==> config.mk <==
export PLATFORM = sky130hd
export DESIGN_NAME = boot_loader_flat
export DESIGN_NICKNAME = d
export VERILOG_FILES = /design/src/rtl/boot_loader_if.sv /design/src/rtl/boot_loader.sv /design/src/flat_wrapper.sv
export SDC_FILE = /design/constraint.sdc
export NUM_CORES = 1
export LEC_CHECK = 0
export ABC_CLOCK_PERIOD_IN_PS = 4700
export CAP_MARGIN = 10
export CORE_MARGIN = 5
export CORE_UTILIZATION = 58
export DETAILED_ROUTE_END_ITERATION = 16
export GPL_ROUTABILITY_DRIVEN = 0
export GPL_TIMING_DRIVEN = 0
export PLACE_DENSITY = 0.86
export SLEW_MARGIN = 20
export SYNTH_ARGS = -nofsm -noshare
export SYNTH_HDL_FRONTEND = slang
export SYNTH_SLANG_ARGS = --single-unit
==> constraint.sdc <==
create_clock -name clk -period 4.7 [get_ports clk]
set_input_delay 0.94 -clock clk [delete_from_list [all_inputs] [get_ports clk]]
set_output_delay 0.94 -clock clk [all_outputs]
set_load 0.01 [all_outputs]
==> src/rtl/boot_loader_if.sv <==
// Host-side boot bus: load control, word stream, Icache write port and core status.
// The slave side is the boot sequencer; the master side is the host or test driver.
interface boot_loader_if #(
  parameter int unsigned ADDR_WIDTH = 8,
  parameter int unsigned DATA_WIDTH = 32
);
  logic                  boot_start;
  logic [ADDR_WIDTH:0]   boot_len;
  logic                  abort;
  logic                  s_valid;
  logic                  s_ready;
  logic [DATA_WIDTH-1:0] s_data;
  logic                  mem_wen;
  logic [ADDR_WIDTH-1:0] mem_addr;
  logic [DATA_WIDTH-1:0] mem_wdata;
  logic                  core_halt;
  logic                  core_rst;
  logic                  run;
  logic                  busy;
  logic                  error;

  modport slave (
    input  boot_start, boot_len, abort, s_valid, s_data, core_halt,
    output s_ready, mem_wen, mem_addr, mem_wdata, core_rst, run, busy, error
  );

  modport master (
    output boot_start, boot_len, abort, s_valid, s_data, core_halt,
    input  s_ready, mem_wen, mem_addr, mem_wdata, core_rst, run, busy, error
  );
endinterface

==> src/rtl/boot_loader.sv <==
// Boot sequencer: writes a length-prefixed word stream into the Icache, verifies a trailing
// additive checksum, then holds the core in reset for RELEASE_DLY cycles before letting it run.
module boot_loader #(
  parameter int unsigned ADDR_WIDTH  = 8,
  parameter int unsigned DATA_WIDTH  = 32,
  parameter int unsigned RELEASE_DLY = 4
) (
  input logic          clk,
  input logic          rst,
  boot_loader_if.slave bus
);
  localparam int unsigned LenW = ADDR_WIDTH + 1;
  localparam int unsigned DlyW = $clog2(RELEASE_DLY + 1);
  localparam logic [LenW-1:0] MaxLen  = {1'b1, {ADDR_WIDTH{1'b0}}};
  localparam logic [DlyW-1:0] DlyInit = DlyW'(RELEASE_DLY);

  typedef enum logic [2:0] {
    StIdle,
    StLoad,
    StCheck,
    StRelease,
    StRun,
    StError
  } state_e;

  state_e                state_q, state_d;
  logic [LenW-1:0]       len_q, len_d;
  logic [LenW-1:0]       cnt_q, cnt_d;
  logic [DATA_WIDTH-1:0] sum_q, sum_d;
  logic [DlyW-1:0]       dly_q, dly_d;
  logic                  s_ready_q, s_ready_d;
  logic                  mem_wen_q, mem_wen_d;
  logic [ADDR_WIDTH-1:0] mem_addr_q, mem_addr_d;
  logic [DATA_WIDTH-1:0] mem_wdata_q, mem_wdata_d;
  logic                  core_rst_q, core_rst_d;
  logic                  run_q, run_d;
  logic                  busy_q, busy_d;
  logic                  error_q, error_d;
  logic                  accept;

  assign accept = bus.s_valid & s_ready_q;

  always_comb begin
    state_d     = state_q;
    len_d       = len_q;
    cnt_d       = cnt_q;
    sum_d       = sum_q;
    dly_d       = dly_q;
    mem_wen_d   = 1'b0;
    mem_addr_d  = mem_addr_q;
    mem_wdata_d = mem_wdata_q;

    unique case (state_q)
      StIdle, StError: begin
        if ((state_q == StError) && bus.abort) begin
          state_d = StIdle;
        end else if (bus.boot_start) begin
          len_d      = bus.boot_len;
          cnt_d      = '0;
          sum_d      = '0;
          mem_addr_d = '0;
          // Oversized images are rejected up front so the address never wraps.
          if (bus.boot_len > MaxLen) begin
            state_d = StError;
          end else if (bus.boot_len == '0) begin
            state_d = StCheck;
          end else begin
            state_d = StLoad;
          end
        end
      end

      StLoad: begin
        // An abort coinciding with a handshake swallows the word without writing or summing.
        if (bus.abort) begin
          state_d = StIdle;
        end else if (accept) begin
          mem_wen_d   = 1'b1;
          mem_addr_d  = cnt_q[ADDR_WIDTH-1:0];
          mem_wdata_d = bus.s_data;
          sum_d       = sum_q + bus.s_data;
          cnt_d       = cnt_q + LenW'(1);
          if (cnt_q == (len_q - LenW'(1))) begin
            state_d = StCheck;
          end
        end
      end

      StCheck: begin
        if (bus.abort) begin
          state_d = StIdle;
        end else if (accept) begin
          dly_d   = DlyInit;
          state_d = (bus.s_data == sum_q) ? StRelease : StError;
        end
      end

      StRelease: begin
        if (bus.abort) begin
          state_d = StIdle;
        end else begin
          dly_d = dly_q - DlyW'(1);
          if (dly_q == DlyW'(1)) begin
            state_d = StRun;
          end
        end
      end

      StRun: begin
        if (bus.core_halt) begin
          state_d = StIdle;
        end
      end

      default: state_d = StIdle;
    endcase

    // Status outputs are registered copies of the next-state decode.
    s_ready_d  = (state_d == StLoad) || (state_d == StCheck);
    busy_d     = s_ready_d || (state_d == StRelease);
    run_d      = (state_d == StRun);
    core_rst_d = ~run_d;
    error_d    = (state_d == StError);
  end

  always_ff @(posedge clk) begin
    if (rst) begin
      state_q     <= StIdle;
      len_q       <= '0;
      cnt_q       <= '0;
      sum_q       <= '0;
      dly_q       <= '0;
      s_ready_q   <= 1'b0;
      mem_wen_q   <= 1'b0;
      mem_addr_q  <= '0;
      mem_wdata_q <= '0;
      core_rst_q  <= 1'b1;
      run_q       <= 1'b0;
      busy_q      <= 1'b0;
      error_q     <= 1'b0;
    end else begin
      state_q     <= state_d;
      len_q       <= len_d;
      cnt_q       <= cnt_d;
      sum_q       <= sum_d;
      dly_q       <= dly_d;
      s_ready_q   <= s_ready_d;
      mem_wen_q   <= mem_wen_d;
      mem_addr_q  <= mem_addr_d;
      mem_wdata_q <= mem_wdata_d;
      core_rst_q  <= core_rst_d;
      run_q       <= run_d;
      busy_q      <= busy_d;
      error_q     <= error_d;
    end
  end

  assign bus.s_ready   = s_ready_q;
  assign bus.mem_wen   = mem_wen_q;
  assign bus.mem_addr  = mem_addr_q;
  assign bus.mem_wdata = mem_wdata_q;
  assign bus.core_rst  = core_rst_q;
  assign bus.run       = run_q;
  assign bus.busy      = busy_q;
  assign bus.error     = error_q;
endmodule

==> src/flat_wrapper.sv <==
// flat-port wrapper written by rule: the top's interface ports become plain ports
module boot_loader_flat 
#(
  parameter int unsigned ADDR_WIDTH  = 8,
  parameter int unsigned DATA_WIDTH  = 32,
  parameter int unsigned RELEASE_DLY = 4
)
  (clk, rst, bus_boot_start, bus_boot_len, bus_abort, bus_s_valid, bus_s_data, bus_core_halt, bus_s_ready, bus_mem_wen, bus_mem_addr, bus_mem_wdata, bus_core_rst, bus_run, bus_busy, bus_error);
  boot_loader_if #(.ADDR_WIDTH(ADDR_WIDTH), .DATA_WIDTH(DATA_WIDTH)) bus_i ();
  input logic clk;
  input logic rst;
  input wire logic [$bits(bus_i.boot_start)-1:0] bus_boot_start;
  input wire logic [$bits(bus_i.boot_len)-1:0] bus_boot_len;
  input wire logic [$bits(bus_i.abort)-1:0] bus_abort;
  input wire logic [$bits(bus_i.s_valid)-1:0] bus_s_valid;
  input wire logic [$bits(bus_i.s_data)-1:0] bus_s_data;
  input wire logic [$bits(bus_i.core_halt)-1:0] bus_core_halt;
  output wire logic [$bits(bus_i.s_ready)-1:0] bus_s_ready;
  output wire logic [$bits(bus_i.mem_wen)-1:0] bus_mem_wen;
  output wire logic [$bits(bus_i.mem_addr)-1:0] bus_mem_addr;
  output wire logic [$bits(bus_i.mem_wdata)-1:0] bus_mem_wdata;
  output wire logic [$bits(bus_i.core_rst)-1:0] bus_core_rst;
  output wire logic [$bits(bus_i.run)-1:0] bus_run;
  output wire logic [$bits(bus_i.busy)-1:0] bus_busy;
  output wire logic [$bits(bus_i.error)-1:0] bus_error;
  assign bus_i.boot_start = bus_boot_start;
  assign bus_i.boot_len = bus_boot_len;
  assign bus_i.abort = bus_abort;
  assign bus_i.s_valid = bus_s_valid;
  assign bus_i.s_data = bus_s_data;
  assign bus_i.core_halt = bus_core_halt;
  assign bus_s_ready = bus_i.s_ready;
  assign bus_mem_wen = bus_i.mem_wen;
  assign bus_mem_addr = bus_i.mem_addr;
  assign bus_mem_wdata = bus_i.mem_wdata;
  assign bus_core_rst = bus_i.core_rst;
  assign bus_run = bus_i.run;
  assign bus_busy = bus_i.busy;
  assign bus_error = bus_i.error;
  boot_loader #(.ADDR_WIDTH(ADDR_WIDTH), .DATA_WIDTH(DATA_WIDTH), .RELEASE_DLY(RELEASE_DLY)) u_core (.clk(clk), .rst(rst), .bus(bus_i));
endmodule
==> impl_metrics.csv, run 1 <==
group,metric,value,unit
cts,htreeDepth,3,
placement,dp_cells,895,
global_routing,grt_pass1_wl,24400,microns
hold_path,hold_class,"flop to flop",
cts,post_cts_buffers,0,
final_layout,fillers,771,
pwr,power.leakage,2.67,nW
critical_path,worstSetupPathDepth,11,
cts,holdBufCountCts,0,
critical_path,cp_cell_sequence,"clkdlybuf4s50_1 -> ha_1 -> fa_1 -> a21o_1 -> a31oi_1 -> o21bai_1 -> a211oi_2 -> o21ai_1 -> o31ai_1 -> xnor2_1 -> a22o_1",
final_layout,synthToLayoutAreaGrowth,22.3,%
die,core,9590,sq um
critical_path,crit_start,"bus_s_data[0]",
route,via_per_inst,5.94,
global_routing,grt_pass1_vias,5382,
sta,rsz0062_at_grt,"no",
global_routing,overflow,0,
cts,cts.path.max_buffers,2,
critical_path,r2r_start,"u_core.sum_q[0]",
die,dieHeight,108,microns
sta,final.period_utilization,79.5,%
global_routing,grt_usage,25.7,%
route,vias,5401,
critical_path,end_kind,"flop",
critical_path,slowest_delay,470,ps
critical_path,crit_required,4960,ps
cts,cts_tree,"built",
job,maxCapViolations,0,
final_layout,drive_gt1_share,3.86,%
final_layout,fin_nets,856,
critical_path,rrSetupSlack,1740,ps
pwr,vdd_ir_drop_max,0.162,mV
sta,fin_crit,3740,ps
die,rows,36,
critical_path,arrival,4000,ps
sta,slew_headroom,32.3,%
synthesis,async_flop_share,0,%
cts,ctsResizeCount,0,
placement,dp_hpwl,11400,microns
critical_path,crit_slowest_cell,"clkdlybuf4s50_1",
cts,cts_made_buffers,9,
critical_path,cpLargestDelayFamily,"compound AO/OA/AOI/OAI gates",
critical_path,rr_endpoint,"u_core.sum_q[28]",
sta,hold_viol,0,
route,drc,0,
global_routing,grt_start_max_net_pins,16,
die,initial_core_util,58.5,%
critical_path,setup.worst_path.end,"u_core.sum_q[28]",
placement,portBuffers,92,
die,io_pins,93,
synthesis,syn_area,5610,sq um
sta,finalClockSkew,7.02,ps
route,antenna_left,0,
critical_path,worst_setup_path_start_kind,"input port",
synthesis,ys_ff_latch,102,
critical_path,worstRegToRegCells,10,
synthesis,synth_cell_types,66,
final_layout,antennaDiodeCount,0,
cts,clkTransAtPathRegs,90,ps
synthesis,ys.flop_type,"dfxtp_1",
hold_path,hold_depth,2,
final_layout,utilization,71.6,%
synthesis,synthCells,670,
die,die_area,11700,sq um
synthesis,synth.net_count,753,
synthesis,seq_area_frac_synth,36.4,%
sta,slew_violations,0,
final_layout,final_cells,910,
hold_path,hold_start,"u_core.bus.mem_wdata[12]",
route,drtIter0Drc,320,
cts,clock-sinks,102,
sta,worst_slew_pin_slew,1010,ps
synthesis,synth_edf_count,0,
cts,clk_latency,370,ps
critical_path,worst-path-buf-inv,1,
cts,cts_root_buf,"clkbuf_8",
run_status,status,"finished, final reports clean",
sta,setup_viol,0,
route,routed_wirelength,15000,microns
critical_path,path_class,"input port to flop",
route,wl_per_cell,16.4,microns
global_routing,antenna_found_initial,0,
sta,fmax,267,MHz
synthesis,ys_warn_count,0,
route,drtPass1Iterations,5,
critical_path,worst-path-max-fanout,3,
sta,setup_tns,0,ps
die,die_x,108,microns
synthesis,syn_area_per_cell,8.38,sq um
pwr,powerDensity,248,nW/um^2
cells in the final DEF (no fill, tap or decap), types with 8 or more instances in the layout:
cell type          n
a21o_1            11
o21ai_0           10
xor2_1            21
clkbuf_8          10
nor4_1            11
a22o_1            11
a22oi_1           27
a21oi_1           61
o21a_1             9
nor3_1             9
and3_1             8
nand4_1            9
inv_1             14
clkdlybuf4s50_1   92
clkbuf_1          32
nor2_1            61
mux2i_1            8
xnor2_1           27
nand3_1           15
ha_1              35
nand2_1           92
dfxtp_1          102
synthesized netlist by cell type, drive strengths merged, types with 7 or more instances:
library cell  count  area (sq um)
a21o             11          82.6
a21oi            64           339
a22o             11          96.3
a22oi            27           203
and2              7          43.8
and3              8          50.1
clkbuf           30           113
dfxtp           102          2040
ha               35           438
inv              14          52.6
mux2i             8          80.1
nand2            92           345
nand3            15          75.1
nand4             9          56.3
nor2             61           229
nor3              9          45.0
nor4             11          68.8
o21a              9          67.6
o21ai            17          85.1
xnor2            27           236
xor2             21           184
worst min-delay path: cells and delay by family, from the launching register on:
kind	cells	cell delay (ps)
flip-flops	1	320
AND/OR/NAND/NOR	1	50
AO/OA/AOI/OAI	1	50
layout make-up:
type	instances	area (sq um)	share of cell area, %
well taps	133	166	2.42
multi-input cells	521	3380	49.3
clock inverters	3	21.3	0.310
flip-flops and latches	102	2040	29.7
inverters	14	52.6	0.765
clock buffers	12	145	2.11
repair buffers	92	921	13.4
plain buffers	33	136	1.99
cell families (layout without fill, tap and decap cells):
logic type      count (synthesis)  after routing  synth area share, %
compound gates                188            188                 23.0
xor+xnor                       48             48                 7.49
fa+ha+maj                      36             36                 8.16
buf+inv                        47            154                 3.37
flops                         102            102                 36.4
mux                             9              9                 1.63
simple gates                  240            240                 20.0
per-stage QoR:
step / worst slack, ps / cell area [sq um] / hold slack, ps / total power [W]
floorplan: 1610 / 5610 / 446 / 0.00110
global placement: 759 / 6700 / 442 / 0.00121
detailed placement: 692 / 6700 / 448 / 0.00122
CTS: 1050 / 6870 / 460 / 0.00171
global route: 934 / 6870 / 486 / 0.00178
finish: 961 / 6870 / 458 / 0.00170
layer usage:
| metal | vias up | wire (microns) | track usage, % |
|---|---|---|---|
| li1 | 2615 | - | - |
| met1 | 2516 | 6150 | 31.0 |
| met2 | 219 | 7160 | 43.0 |
| met3 | 51 | 1190 | 6.69 |
| met4 | 0 | 467 | 11.9 |
| met5 | - | 0 | 0 |
how the worst min path moves through the flow:
stage                                     endpoint
after floorplan                   u_core.sum_q[15]
after global placement    u_core.bus.mem_wdata[11]
after detailed placement   u_core.bus.mem_wdata[4]
after CTS                  u_core.bus.mem_wdata[4]
after global routing      u_core.bus.mem_wdata[16]
final                     u_core.bus.mem_wdata[12]
where the power goes:
group	switching (W)	internal [W]	leakage, nW
registers	0.0000148	0.000882	0.824
logic	0.000173	0.000136	1.76
clock network	0.000294	0.000205	0.0824
total	0.000482	0.00122	2.67
sequential cells by signal, summed over array words and instances, names as in the netlist, 3 cells and up:
signal and count:
u_core.sum_q 32, u_core.state_q 3, u_core.bus.mem_wdata 32, u_core.dly_q 3, u_core.cnt_q 9, u_core.len_q 9
u_core.bus.mem_addr 8
(Power assumes the default switching activity.)
==> run 2, diff against run 1 <==
--- a/config.mk
+++ b/config.mk
@@ -5,14 +5,14 @@
 export SDC_FILE = /design/constraint.sdc
 export NUM_CORES = 1
 export LEC_CHECK = 0
-export ABC_CLOCK_PERIOD_IN_PS = 4700
+export ABC_CLOCK_PERIOD_IN_PS = 3650
 export CAP_MARGIN = 10
 export CORE_MARGIN = 5
-export CORE_UTILIZATION = 58
+export CORE_UTILIZATION = 54
 export DETAILED_ROUTE_END_ITERATION = 16
 export GPL_ROUTABILITY_DRIVEN = 0
 export GPL_TIMING_DRIVEN = 0
-export PLACE_DENSITY = 0.86
+export PLACE_DENSITY = 0.81
 export SLEW_MARGIN = 20
 export SYNTH_ARGS = -nofsm -noshare
 export SYNTH_HDL_FRONTEND = slang
==> constraint.sdc (replaced) <==
create_clock -name clk -period 3.65 [get_ports clk]
set_input_delay 0.73 -clock clk [delete_from_list [all_inputs] [get_ports clk]]
set_output_delay 0.73 -clock clk [all_outputs]
set_load 0.01 [all_outputs]
==> run 2 against run 1 <==
Effect of this change: critical path depth unchanged; power rose by 37%; setup slack got worse by 770 ps; final area grew 0.86%; critical endpoint unchanged; worst hold slack worse by 0.62 ps; largest power group unchanged; critical path type unchanged; first-iteration DRC count is 8.8% higher; largest cell class unchanged; sequential power rose by 29%; combinational power increased by 28%; flip-flop and latch count unchanged; die area up 6.7%.
==> impl_metrics.csv, run 2 (synthesis results as in run 1) <==
group,metric,value,unit
critical_path,end_kind,"flop",
global_routing,overflow,0,
pwr,seq_power_share,49.3,%
sta,worst_slew_pin_slew,1030,ps
final_layout,final_cell_mix,"dfxtp_1, nand2_1, clkdlybuf4s50_1, a21oi_1, nor2_1",
sta,setup_viol,0,
pwr,pwr-share-clk,33.7,%
placement,portBuffers,92,
sta,hold_viol,0,
pwr,powerDensity,338,nW/um^2
die,rows,37,
cts,cts_root_buf,"clkbuf_8",
die,core,10200,sq um
cts,cts_made_buffers,9,
sta,slew_violations,0,
placement,place_area,6700,sq um
sta,rsz0062_at_grt,"no",
final_layout,fin_nets,856,
die,dieHeight,112,microns
die,io_pins,93,
final_layout,final_cells,914,
sta,fin_crit,3460,ps
cts,cts.path.max_buffers,2,
route,drtIter0Drc,348,
pwr,cellInternalPower,0.00170,W
sta,fmax,289,MHz
cts,htreeDepth,3,
route,antenna_left,0,
hold_path,hold_class,"flop to flop",
final_layout,multiInputGateArea,3380,sq um
final_layout,fillers,845,
placement,dp_hpwl,11100,microns
sta,final.period_utilization,94.9,%
final_layout,synthToLayoutAreaGrowth,23.4,%
global_routing,grt_start_max_net_pins,18,
final_layout,layout_commonest_cell,"dfxtp_1",
placement,pre_cts_ws,-110,ps
cts,clk_latency,380,ps
critical_path,worst-path-max-fanout,3,
critical_path,slowest_delay,470,ps
pwr,power_frac_comb,16.9,%
cts,post_cts_buffers,0,
pwr,swShare,27.3,%
critical_path,cpLargestDelayFamily,"compound AO/OA/AOI/OAI gates",
cts,clock-sinks,102,
critical_path,crit_slowest_cell,"clkdlybuf4s50_1",
cts,ctsResizeCount,0,
critical_path,path_class,"input port to flop",
die,initial_core_util,54.9,%
critical_path,worst-path-buf-inv,1,
placement,dp_cells,898,
sta,slew_headroom,31.2,%
route,via_per_inst,5.83,
job,maxCapViolations,0,
critical_path,arrival,3740,ps
global_routing,grt_pass1_vias,5176,
die,die_x,112,microns
final_layout,antennaDiodeCount,0,
pwr,vdd_ir_drop_max,0.200,mV
critical_path,worst_setup_path_start_kind,"input port",
critical_path,cp_cell_sequence,"clkdlybuf4s50_1 -> ha_1 -> fa_1 -> a21o_1 -> a31oi_1 -> o21bai_1 -> a211oi_2 -> o21ai_1 -> o31ai_1 -> xnor2_1 -> a22o_1",
final_layout,drive_gt1_share,4.11,%
route,drtPass1Iterations,6,
sta,final.setup.worst_slack,188,ps
global_routing,antenna_found_initial,0,
pwr,switchingPower,0.000638,W
critical_path,crit_required,3930,ps
final_layout,fin_area,6930,sq um
cts,cts_tree,"built",
die,die_area,12500,sq um
pwr,finalPower,0.00234,W
cts,clkTransAtPathRegs,100,ps
pwr,power.leakage,2.70,nW
run_status,status,"finished, final reports clean",
global_routing,grt_pass1_wl,24600,microns
route,wl_per_cell,16.2,microns
route,routed_wirelength,14800,microns
global_routing,grt_usage,23.5,%
cts,holdBufCountCts,0,
sta,finalClockSkew,5.91,ps
route,drc,0,
final_layout,ff_latch_area,2040,sq um
route,vias,5331,
run 2: cell types whose count changed in the layout (fill, tap and decap cells not counted):
| cell | before | now |
|---|---|---|
| bufinv_16 | 0 | 2 |
| clkbuf_1 | 32 | 31 |
| clkbuf_8 | 10 | 9 |
| clkinv_2 | 1 | 0 |
| inv_6 | 0 | 2 |
run 2: final cells by class:
cell class / count / area share (%)
clock inverter: 6 / 1.36
buffer: 33 / 1.97
clock buffer: 10 / 1.84
multi-input combinational: 521 / 48.8
tap: 136 / 2.46
timing repair buffer: 92 / 13.3
inverter: 14 / 0.759
sequential: 102 / 29.5
run 2: path summary, 6_finish.rpt:
path | cells past startpoint | end | start | slack [ps]
setup reg to reg | 10 | u_core.sum_q[28] | u_core.sum_q[0] | 740
hold reg to reg | 2 | u_core.bus.mem_wdata[27] | u_core.bus.mem_wdata[27] | 460
setup / recovery | 11 | u_core.sum_q[28] | bus_s_data[0] | 190
hold / removal | 2 | u_core.bus.mem_wdata[27] | u_core.bus.mem_wdata[27] | 460
run 2: metrics by stage:
step / utilization [%] / TNS [ps] / hold WS [ps]
floorplan: - / 0 / 446
global placement: 65.5 / -188 / 441
detailed placement: 65.5 / -235 / 449
CTS: 67.7 / 0 / 460
global route: 67.7 / 0 / 493
finish: 67.7 / 0 / 457
run 2: routing by layer:
metal	vias up	part of all wire [%]	global-route usage, %
met2	209	47	39.4
met5	-	0	0
met1	2469	44	29.8
met3	29	7.4	5.49
met4	0	1.9	8.33
li1	2624	-	-
run 2: worst reg2reg max path, cell delays in order (launching register included):
cell	delay [ps]
dfxtp_1	320
ha_1	220
fa_1	440
a21o_1	240
a31oi_1	280
o21bai_1	200
a211oi_2	370
o21ai_1	180
o31ai_1	290
xnor2_1	100
a22o_1	180
run 2: power groups by stage:
stage          combinational (W)  clock [W]  sequential (W)
4_1_cts                 0.000393   0.000809         0.00116
2_1_floorplan           0.000242          0         0.00118
6_report                0.000396   0.000790         0.00116
3_3_place_gp            0.000378          0         0.00118
3_5_place_dp            0.000390          0         0.00118
5_1_grt                 0.000433   0.000855         0.00116
==> run 3, diff against run 2 <==
--- a/config.mk
+++ b/config.mk
@@ -9,6 +9,7 @@
 export CAP_MARGIN = 10
 export CORE_MARGIN = 5
 export CORE_UTILIZATION = 54
+export CTS_CLUSTER_SIZE = 12
 export DETAILED_ROUTE_END_ITERATION = 16
 export GPL_ROUTABILITY_DRIVEN = 0
 export GPL_TIMING_DRIVEN = 0
==> results of run 3 <==
The final DEF is identical to that of run 2; final timing and power are the same.
==> RTL change (config.mk and constraints of run 3) <==
Re-encode `state_e` (6 states) as one-hot, 6 bits wide.
--- a/src/rtl/boot_loader.sv
+++ b/src/rtl/boot_loader.sv
@@ -16,9 +16,9 @@
 
-  typedef enum logic [2:0] {
-    StIdle,
-    StLoad,
-    StCheck,
-    StRelease,
-    StRun,
-    StError
+  typedef enum logic [5:0] {
+    StIdle    = 6'b000001,
+    StLoad    = 6'b000010,
+    StCheck   = 6'b000100,
+    StRelease = 6'b001000,
+    StRun     = 6'b010000,
+    StError   = 6'b100000
   } state_e;
Check against the original RTL: same outputs for any inputs over 4 cycles, from zero or initial values and one cycle with rst high; so few cycles prove little.
==> RTL change against run 3 <==
Total power is 1.8% lower. Area after synthesis rose by 4.9%. Design area is 4.5% higher. Non-clock buffer count rose by 14. Global-route usage is 1.9 points higher. Sequential cell count rose by 3. Routed wire length increased by 13%. Cell count up 9.0%. Setup slack lost 0.054 ns. Core utilization fell by 0.33 points. Combinational power down 22%. Critical path type unchanged. Critical endpoint is now u_core.sum_q[30].
==> RTL change: results (changes against run 3) <==
[status]
status=finished clean

[yosys]
yosys_warnings=0  ; unchanged
yosysSeqAreaShare_pct=35.7  ; -0.69 points
syn_nets=831  ; +10%
synth.area.mux_share_pct=0.340  ; -1.3 points
synth-compound-area-share_pct=21.3  ; -1.7 points
yosysUniqueCellTypes=61  ; -7.6%
synthXorXnorAreaFrac_pct=7.14  ; -0.35 points
synth-adder-area-share_pct=8.20  ; +0.042 points
synth_commonest_cells=nand2_1 (120), dfxtp_1 (105), a21oi_1 (83)
synth_area_leaders=dfxtp_1 (36%), ha_1 (7.9%), nand2_1 (7.6%)

[route]
wl_per_cell_um=16.8  ; +3.5%
viasPerCell=5.88  ; +0.89%
firstDrtPassIters=5  ; -1
drt_iter0_markers=454  ; +30%

[cells_and_area]
nets=936  ; +9.3%
final_layout_size_suffix_gt1_share_pct=4.44  ; +0.33 points
fillCellCount=917  ; +8.5%
num_antenna_cells=0  ; unchanged

[clock_tree]
clkLatencyLatePin_ns=0.40  ; +0.02 ns

[worst_setup_path]
crit_arrival_ns=3.82  ; +0.08 ns
r2r-end=u_core.sum_q[30]
ff2ff_setup_slack_ns=0.56  ; -0.18 ns
critPathSlowestCell=clkdlybuf4s50_1
crit_path_start=bus_s_data[1]
cp_slowest_stage_delay_ns=0.51  ; +0.04 ns
worstPathMaxFanout=5  ; +2

[worst_hold_path]
hold_path_startpoint=u_core.bus.mem_wdata[12]
hold-path-endpoint=u_core.bus.mem_wdata[12]

[placed_design]
hpwl_um=12800  ; +15%
place_area_sq_um=6990  ; +4.2%

[power_and_ir_drop]
vdd_drop_max_uv=205  ; +2.2%

[global_route]
grt_max_degree=18  ; unchanged
grt_first_pass_wirelength_um=26800  ; +9.3%
grt_usage_pct=25.4  ; +1.9 points
grt_pass1_vias=5700  ; +10%

[sta]
slew_headroom_pct=54.8  ; +24 points

-- RTL change: cell type report --
| cell class | count | area share [%] |
|---|---|---|
| multi-input cells | 581 | 49.0 |
| inverters | 15 | 0.778 |
| clock buffers | 11 | 1.82 |
| clock inverters | 5 | 1.19 |
| plain buffers | 45 | 2.77 |
| well taps | 140 | 2.42 |
| flip-flops and latches | 105 | 29.0 |
| repair buffers | 94 | 13.0 |
-- RTL change: where the power goes --
group | internal, mW | total, mW | switching [mW]
sequential | 1.16 | 1.17 | 0.0153
clock | 0.394 | 0.821 | 0.427
combinational | 0.131 | 0.307 | 0.177
-- RTL change: kinds of logic (layout without fill, tap and decap cells) --
kind of cell,count (synthesis),count (layout)
simple gates,294,294
compound gates,199,199
flops,105,105
buf+inv,60,170
xor+xnor,48,48
fa+ha+maj,38,38
mux,2,2
-- RTL change: tightest hold or removal path: cells and delay by family, from the launching register on --
kind	cells	cell delay (ns)
AOI/OAI and AO/OA	1	0.05
DFF	1	0.32
and+or+nand+nor	1	0.05
-- RTL change: timing repair --
| action | in CTS | in global routing |
|---|---|---|
| buffers inserted | 1 | 1 |
| cloned | 0 | 0 |
| pin swaps | 1 | 2 |
| endpoints found under the setup margin | 2 | 6 |
| gates resized for setup | 2 | 4 |
-- RTL change: worst max path at each step --
stage                       endpoint  depth (start not counted)  slack (ns)
floorplan           u_core.sum_q[30]                         12        0.29
global placement    u_core.sum_q[30]                         13       -0.45
detailed placement  u_core.sum_q[30]                         13       -0.55
CTS                 u_core.sum_q[30]                         13        0.02
global route         u_core.bus.busy                          9        0.02
finish              u_core.sum_q[30]                         12        0.13
-- RTL change: metal layers --
metal	part of all wire, %	vias up	global-route usage (%)
li1	-	2852	-
met1	42	2752	30.4
met2	49	215	43.9
met3	5.9	42	4.23
met4	2.7	0	12.5
met5	0	-	0
-- RTL change: stage by stage --
stage               util [%]  cells  setup slack (ns)  power, mW
global placement        65.0    978            -0.455       1.49
finish                  67.4    996             0.133       2.30
floorplan                  -    746             0.287       1.38
detailed placement      65.0    978            -0.548       1.50
CTS                     67.2    995            0.0194       2.30
global route            67.4    996            0.0186       2.38
